<file path="config.mk">
export PLATFORM = sky130hd
export DESIGN_NAME = pwm_duty_sequencer_flat
export DESIGN_NICKNAME = d
export VERILOG_FILES = /design/src/rtl/pwm_ctrl_pkg.sv /design/src/rtl/pwm_duty_sequencer_if.sv /design/src/rtl/period_tick_gen.sv /design/src/rtl/pwm_duty_sequencer.sv /design/src/flat_wrapper.sv
export SDC_FILE = /design/constraint.sdc
export NUM_CORES = 1
export LEC_CHECK = 0
export ABC_AREA = 1
export ABC_CLOCK_PERIOD_IN_PS = 5300
export CAP_MARGIN = 20
export CELL_PAD_IN_SITES_DETAIL_PLACEMENT = 0
export CELL_PAD_IN_SITES_GLOBAL_PLACEMENT = 1
export CORE_MARGIN = 1
export CORE_UTILIZATION = 44
export CTS_CLUSTER_DIAMETER = 100
export DETAILED_ROUTE_END_ITERATION = 7
export PLACE_DENSITY = 0.8
export SYNTH_ARGS = -nofsm -noshare
export SYNTH_HDL_FRONTEND = slang
export SYNTH_HIERARCHICAL = 1
export SYNTH_SLANG_ARGS = --single-unit
export TNS_END_PERCENT = 20
</file>
<file path="constraint.sdc">
create_clock -name sys_clk_in -period 5.3 [get_ports sys_clk_in]
set_clock_uncertainty 0.1 [all_clocks]
set_input_delay 1.06 -clock sys_clk_in [delete_from_list [all_inputs] [get_ports sys_clk_in]]
set_output_delay 1.06 -clock sys_clk_in [all_outputs]
set_load 0.02 [all_outputs]
</file>
<file path="src/rtl/pwm_ctrl_pkg.sv">
// Shared types and constants for the PWM duty sequencer and its period tick generator.
package pwm_ctrl_pkg;

  localparam int CNT_W = 29;
  localparam logic [7:0] MAX_DUTY = 8'd100;

  typedef enum logic [1:0] {
    IDLE  = 2'd0,
    ALIGN = 2'd1,
    RAMP  = 2'd2
  } seq_state_e;

  // Cycles per PWM period, floored at 2 so the counter always has a wrap cycle.
  function automatic logic [CNT_W-1:0] period_count(input logic [27:0] clk_freq,
                                                    input logic [27:0] pwm_hz);
    logic [CNT_W-1:0] pc;
    pc = CNT_W'(clk_freq / pwm_hz);
    if (pc < CNT_W'(2)) pc = CNT_W'(2);
    return pc;
  endfunction

endpackage

</file>
<file path="src/rtl/pwm_duty_sequencer_if.sv">
// Command channel into the duty sequencer.
// Handshake: a command transfers on the rising edge where cmd_valid && cmd_ready; the
// requester holds cmd_valid, cmd_target and cmd_immediate stable until that edge.
interface pwm_duty_sequencer_if;
  logic       cmd_valid;
  logic       cmd_ready;
  logic [7:0] cmd_target;
  logic       cmd_immediate;

  modport master (output cmd_valid, output cmd_target, output cmd_immediate, input cmd_ready);
  modport slave  (input cmd_valid, input cmd_target, input cmd_immediate, output cmd_ready);
endinterface

</file>
<file path="src/rtl/period_tick_gen.sv">
// PWM period counter (1..PERIOD_COUNT) with a registered pulse on the last cycle of each period.
module period_tick_gen
  import pwm_ctrl_pkg::*;
#(
  parameter logic [27:0] CLK_FREQ = 28'd100_000000,
  parameter logic [27:0] PWM_HZ   = 28'd1000
) (
  input  logic sys_clk_in,
  input  logic reset,
  output logic period_start
);

  localparam logic [CNT_W-1:0] PERIOD_COUNT = period_count(CLK_FREQ, PWM_HZ);

  logic [CNT_W-1:0] cnt_q;
  logic [CNT_W-1:0] cnt_next;

  always_comb begin
    cnt_next = (cnt_q == PERIOD_COUNT) ? CNT_W'(1) : cnt_q + CNT_W'(1);
  end

  // The pulse is registered from the next count so it is high exactly while cnt_q == PERIOD_COUNT.
  always_ff @(posedge sys_clk_in or negedge reset) begin
    if (!reset) begin
      cnt_q        <= CNT_W'(1);
      period_start <= 1'b0;
    end else begin
      cnt_q        <= cnt_next;
      period_start <= (cnt_next == PERIOD_COUNT);
    end
  end

endmodule

</file>
<file path="src/rtl/pwm_duty_sequencer.sv">
// Duty sequencer: applies jump or 1%-ramp duty commands only at PWM period boundaries.
// Optional feature macro: DUTY_CLAMP_EN (clamp targets above 100 instead of rejecting them).
module pwm_duty_sequencer
  import pwm_ctrl_pkg::*;
#(
  parameter logic [27:0] CLK_FREQ     = 28'd100_000000,
  parameter logic [27:0] PWM_HZ       = 28'd1000,
  parameter int unsigned STEP_PERIODS = 4
) (
  input  logic                 sys_clk_in,
  input  logic                 reset,
  pwm_duty_sequencer_if.slave  cmd,
  input  logic                 abort,
  output logic [7:0]           duty_percentage,
  output logic                 period_start,
  output logic                 busy,
  output logic                 done,
  output logic                 cmd_err,
  output seq_state_e           state_dbg
);

  localparam logic [7:0] STEP_EFF = (STEP_PERIODS == 0) ? 8'd1 : 8'(STEP_PERIODS);

  seq_state_e state_q, state_d;
  logic [7:0] duty_q, duty_d;
  logic [7:0] target_q, target_d;
  logic [7:0] step_q, step_d;
  logic       done_q, done_d;
  logic       err_q, err_d;

  logic       accept;
  logic [7:0] req_target;
  logic       req_bad;
  logic [7:0] step_inc;
  logic [7:0] duty_step;

  period_tick_gen #(
    .CLK_FREQ (CLK_FREQ),
    .PWM_HZ   (PWM_HZ)
  ) u_tick (
    .sys_clk_in   (sys_clk_in),
    .reset        (reset),
    .period_start (period_start)
  );

  assign accept = cmd.cmd_valid && (state_q == IDLE);

`ifdef DUTY_CLAMP_EN
  assign req_target = (cmd.cmd_target > MAX_DUTY) ? MAX_DUTY : cmd.cmd_target;
  assign req_bad    = 1'b0;
`else
  assign req_target = cmd.cmd_target;
  assign req_bad    = (cmd.cmd_target > MAX_DUTY);
`endif

  // Only used while duty != target, so a single step cannot overshoot or leave 0..100.
  assign step_inc  = step_q + 8'd1;
  assign duty_step = (target_q > duty_q) ? duty_q + 8'd1 : duty_q - 8'd1;

  always_comb begin
    state_d  = state_q;
    duty_d   = duty_q;
    target_d = target_q;
    step_d   = step_q;
    done_d   = 1'b0;
    err_d    = 1'b0;
    case (state_q)
      IDLE: begin
        if (accept) begin
          target_d = req_target;
          step_d   = 8'd0;
          if (req_bad)                  err_d   = 1'b1;
          else if (req_target == duty_q) done_d  = 1'b1;
          else if (cmd.cmd_immediate)    state_d = ALIGN;
          else                           state_d = RAMP;
        end
      end
      ALIGN: begin
        if (abort) begin
          state_d = IDLE;
        end else if (period_start) begin
          duty_d  = target_q;
          done_d  = 1'b1;
          state_d = IDLE;
        end
      end
      RAMP: begin
        if (abort) begin
          state_d = IDLE;
        end else if (period_start) begin
          if (step_inc >= STEP_EFF) begin
            step_d = 8'd0;
            duty_d = duty_step;
            if (duty_step == target_q) begin
              done_d  = 1'b1;
              state_d = IDLE;
            end
          end else begin
            step_d = step_inc;
          end
        end
      end
      default: state_d = IDLE;
    endcase
  end

  always_ff @(posedge sys_clk_in or negedge reset) begin
    if (!reset) begin
      state_q  <= IDLE;
      duty_q   <= 8'd0;
      target_q <= 8'd0;
      step_q   <= 8'd0;
      done_q   <= 1'b0;
      err_q    <= 1'b0;
    end else begin
      state_q  <= state_d;
      duty_q   <= duty_d;
      target_q <= target_d;
      step_q   <= step_d;
      done_q   <= done_d;
      err_q    <= err_d;
    end
  end

  assign cmd.cmd_ready    = (state_q == IDLE);
  assign busy             = (state_q != IDLE);
  assign done             = done_q;
  assign cmd_err          = err_q;
  assign duty_percentage  = duty_q;
  assign state_dbg        = state_q;

endmodule

</file>
<file path="src/flat_wrapper.sv">
// flat-port wrapper written by rule: the top's interface ports become plain ports
module pwm_duty_sequencer_flat import pwm_ctrl_pkg::*;
#(
  parameter logic [27:0] CLK_FREQ     = 28'd100_000000,
  parameter logic [27:0] PWM_HZ       = 28'd1000,
  parameter int unsigned STEP_PERIODS = 4
)
  (sys_clk_in, reset, abort, duty_percentage, period_start, busy, done, cmd_err, state_dbg, cmd_cmd_valid, cmd_cmd_target, cmd_cmd_immediate, cmd_cmd_ready);
  pwm_duty_sequencer_if cmd_i ();
  input  logic sys_clk_in;
  input  logic reset;
  input  logic abort;
  output logic [7:0] duty_percentage;
  output logic period_start;
  output logic busy;
  output logic done;
  output logic cmd_err;
  output seq_state_e state_dbg;
  input wire logic [$bits(cmd_i.cmd_valid)-1:0] cmd_cmd_valid;
  input wire logic [$bits(cmd_i.cmd_target)-1:0] cmd_cmd_target;
  input wire logic [$bits(cmd_i.cmd_immediate)-1:0] cmd_cmd_immediate;
  output wire logic [$bits(cmd_i.cmd_ready)-1:0] cmd_cmd_ready;
  assign cmd_i.cmd_valid = cmd_cmd_valid;
  assign cmd_i.cmd_target = cmd_cmd_target;
  assign cmd_i.cmd_immediate = cmd_cmd_immediate;
  assign cmd_cmd_ready = cmd_i.cmd_ready;
  pwm_duty_sequencer #(.CLK_FREQ(CLK_FREQ), .PWM_HZ(PWM_HZ), .STEP_PERIODS(STEP_PERIODS)) u_core (.sys_clk_in(sys_clk_in), .reset(reset), .cmd(cmd_i), .abort(abort), .duty_percentage(duty_percentage), .period_start(period_start), .busy(busy), .done(done), .cmd_err(cmd_err), .state_dbg(state_dbg));
endmodule
</file>
==> key figures <==
Die
  – Core ar.: 9420 um^2
  – Starting Density: 0.461
  – Rows: 35
  – Die ar.: 10300 um^2
  – I/O pins: 28
  – Die X-Extent: roughly 100 um
  – Die height: between 100 and 150 um

Global route
  – Vias in the first global route: ~4000
  – Grt ovf: 0
  – First-pass GRT wire length: ~19000 um
  – Initial antenna violation count: 0
  – Largest net degree at the start of global routing: 59
  – Total global-route track usage: 0.242

STA
  – Post-Route Setup TNS: 0 ps
  – Final Max Slew Viols: 0
  – FMAX: 290 MHz
  – Max_slew headroom: 0.481
  – RSZ-0062 raised after global routing: no
  – Actual slew at the worst max-slew pin: 778 ps
  – Fin crit period: ~3500 ps
  – Tcrit/Tclk final: 0.652
  – Hold Vio Cnt, Final: 0
  – Final setup viols: 0

Critical path
  – Critical path startpoint category: flip-flop
  – R2R Path Start: u_core/duty_percentage[1]
  – Reg2reg path depth: 23
  – Worst path top cell family by delay: simple AND/OR/NAND/NOR gates
  – Crit path cell chain: inv_1 > ha_1 > nand2_1 > nand2_1 > nand2_1 > nand2_1 > nand2_1 > nand2_1 > nand2_1 > inv_1 > fa_1 > or2_2 > nand3b_1 > nor2_1 > nand3_1 > nor2_2 > nand2_1 > nor2_2 > nand3_2 > nand2_2 > nand2_1 > nand2_1 > nand2_1
  – Top cell by count, worst path: nand2_1
  – Critical path arrival: ~3600 ps
  – CP Max Fanout: 10
  – Crit path required time: approximately 5500 ps
  – CP bufs+invs: 2
  – R2r setup slk: around 1800 ps
  – R2R Path End: u_core/state_dbg[1]
  – Max stage delay on crit path: between 500 and 600 ps
  – Endpoint class of the critical path: flip-flop
  – Setup Crit Path Kind: reg2reg
  – CP max stage cell: fa_1

Logic synthesis
  – Mapped Area: about 4300 um^2
  – Synth async-reset ratio: 1.00
  – Mapped Nets: approximately 670
  – Yosys cell types: 36
  – Synthesized flop and latch total: a little under 60
  – Synth Flop Type: dfrtp_1
  – Syn Area/Cell: between 6 and 7 um^2
  – Synth area leaders: dfrtp_1, nand2_1, inv_1
  – Synth area leader: dfrtp_1
  – Sequential area share after synthesis: 0.335
  – Top post-synthesis cells by count: nand2_1, inv_1, nor2_1
  – Most frequent cell after synthesis: nand2_1
  – Count of flip-flops with a built-in enable after synthesis: 0
  – Area fraction of the dominant cell type after synthesis: 0.329
  – Cells after Synth: approximately 640
  – YS warnings: 6

Hold path
  – Hold EP: u_core/u_tick/cnt_q[0]
  – Hold Path Stages: 1
  – Worst hold path type: reg2reg
  – Hold Startpoint: u_core/u_tick/cnt_q[0]

Clock tree
  – Post-CTS sizing: 0
  – CTS buffer count: 9
  – Later-pin clock latency in the skew report: about 350 ps
  – Clk sinks: 58
  – Hold Buf Count CTS: 0
  – Clock edge transition at the registers on the reported setup and hold paths: about 80 ps
  – H-tree levels: 3
  – CTS tree: yes
  – CTS root buffer: clkbuf_8
  – Setup repair bufs after CTS: 0
  – Clock buffer depth: 2

Place
  – Placed cell count: 793
  – Routability congestion estimate: about 0.88
  – Port Buffers: 27
  – HPWL Detailed: approximately 9000 um

Drt
  – Drt total wl: between 10000 and 15000 um
  – Metal-1 WL: 4900 um
  – DR vias: roughly 4000
  – Met3 wire length: ~400 um
  – Residual DRC: 0
  – Initial DRC Count: 170
  – Vias per std cell: 5.00
  – Detail Route Antenna Nets: 0
  – Met2 Wirelength: around 5700 um
  – Avg WL per Cell: ~14 um
  – Max Used Layer: met4
  – TritonRoute pass-1 iters: 4

Layout
  – Layout area overhead: 14.6%
  – Fillers: roughly 980
  – Fraction of layout cells with a size suffix above 1: 0.110
  – Final std cells w/o fill: 809
  – Fin nets: just over 700
  – Ant diodes: 0

Outcome
  – Status: completed

Pwr
  – Leak: roughly 2.6 nW
  – P per Cell Area: between 300 and 400 nW/um^2
  – Maximum VDD drop: between 0.1 and 0.15 mV

Flow run
  – Max-cap violations: 0
## power by group
group | internal, mW | switching (mW)
clock | 0.235 | 0.209
sequential | 0.482 | 0.0474
combinational | 0.279 | 0.492
## placed cells by master, fill, tap and decap left out, drive strengths merged
cell | Yosys | routed
a21o | 1 | 1
or2 | 2 | 2
and2 | 3 | 3
a21oi | 15 | 15
ha | 20 | 20
dfrtp | 57 | 57
nor4 | 1 | 1
fa | 1 | 1
clkinv | 1 | 3
o211ai | 5 | 5
a41oi | 1 | 1
nor2 | 96 | 96
nand3b | 4 | 4
clkdlybuf4s50 | 0 | 26
nand2 | 213 | 213
nor3 | 7 | 7
xor2 | 7 | 7
clkbuf | 2 | 10
o22ai | 1 | 1
clkinvlp | 0 | 1
bufinv | 0 | 1
o21ai | 24 | 24
nand4 | 14 | 14
o31ai | 3 | 3
buf | 1 | 2
dfstp | 1 | 1
inv | 110 | 112
nand3 | 49 | 49
## logic make-up (layout without fill, tap and decap cells)
family | count (synthesis) | count (layout) | share of synthesized area
AOI/OAI and AO/OA | 50 | 50 | 0.0658
xor gates and xnor gates | 7 | 7 | 0.0141
adders and majority gates | 21 | 21 | 0.0623
buffers and inverters | 114 | 155 | 0.0989
DFF | 58 | 58 | 0.335
and+or+nand+nor | 389 | 389 | 0.424
## per-stage QoR
step | area, um^2 | hold slack, ps | worst slack, ps | total power, mW | utilization
after floorplan | 4340 | 360 | 2220 | 1.09 | -
after global placement | 4760 | 377 | 1900 | 1.29 | 0.506
after detailed placement | 4760 | 378 | 1880 | 1.30 | 0.506
after CTS | 4970 | 401 | 1870 | 1.75 | 0.528
after global routing | 4970 | 413 | 1520 | 1.89 | 0.528
final | 4970 | 396 | 1850 | 1.74 | 0.528
## registers in the layout, summed over array words and instances, names as in the netlist
name,count
u_core/cmd_err,1
u_core/duty_percentage,8
u_core/u_tick/period_start,1
u_core/done,1
u_core/u_tick/cnt_q,29
u_core/target_q,8
u_core/state_dbg,2
u_core/step_q,8
## cell type report
cell class                      count  area (um^2)  share of cell area
Sequential cell                    58         1450               0.292
Multi-Input combinational cell    467         2460               0.494
Tap cell                          129          161              0.0325
Clock inverter                      6         72.6              0.0146
Clock buffer                       10          138              0.0277
Timing Repair Buffer               28          273              0.0549
Inverter                          111          417              0.0838
## per-layer routing
layer / vias to the layer above / GRT usage
met2: 83 / 0.440
met3: 19 / 0.0455
li1: 2070 / -
met1: 1875 / 0.276
met5: - / 0
met4: 0 / 0.105
## how the worst max path moves through the flow
stage | start | to | slack [ps] | cells after the start
floorplan | u_core/duty_percentage[1] | u_core/state_dbg[1] | 2220 | 23
global placement | u_core/duty_percentage[1] | u_core/state_dbg[1] | 1900 | 25
detailed placement | u_core/duty_percentage[1] | u_core/state_dbg[1] | 1880 | 23
CTS | u_core/duty_percentage[1] | u_core/state_dbg[1] | 1870 | 23
global route | u_core/duty_percentage[1] | u_core/state_dbg[1] | 1520 | 25
finish | u_core/duty_percentage[1] | u_core/state_dbg[1] | 1850 | 23
Note: power is estimated with default switching activity, not from simulation.
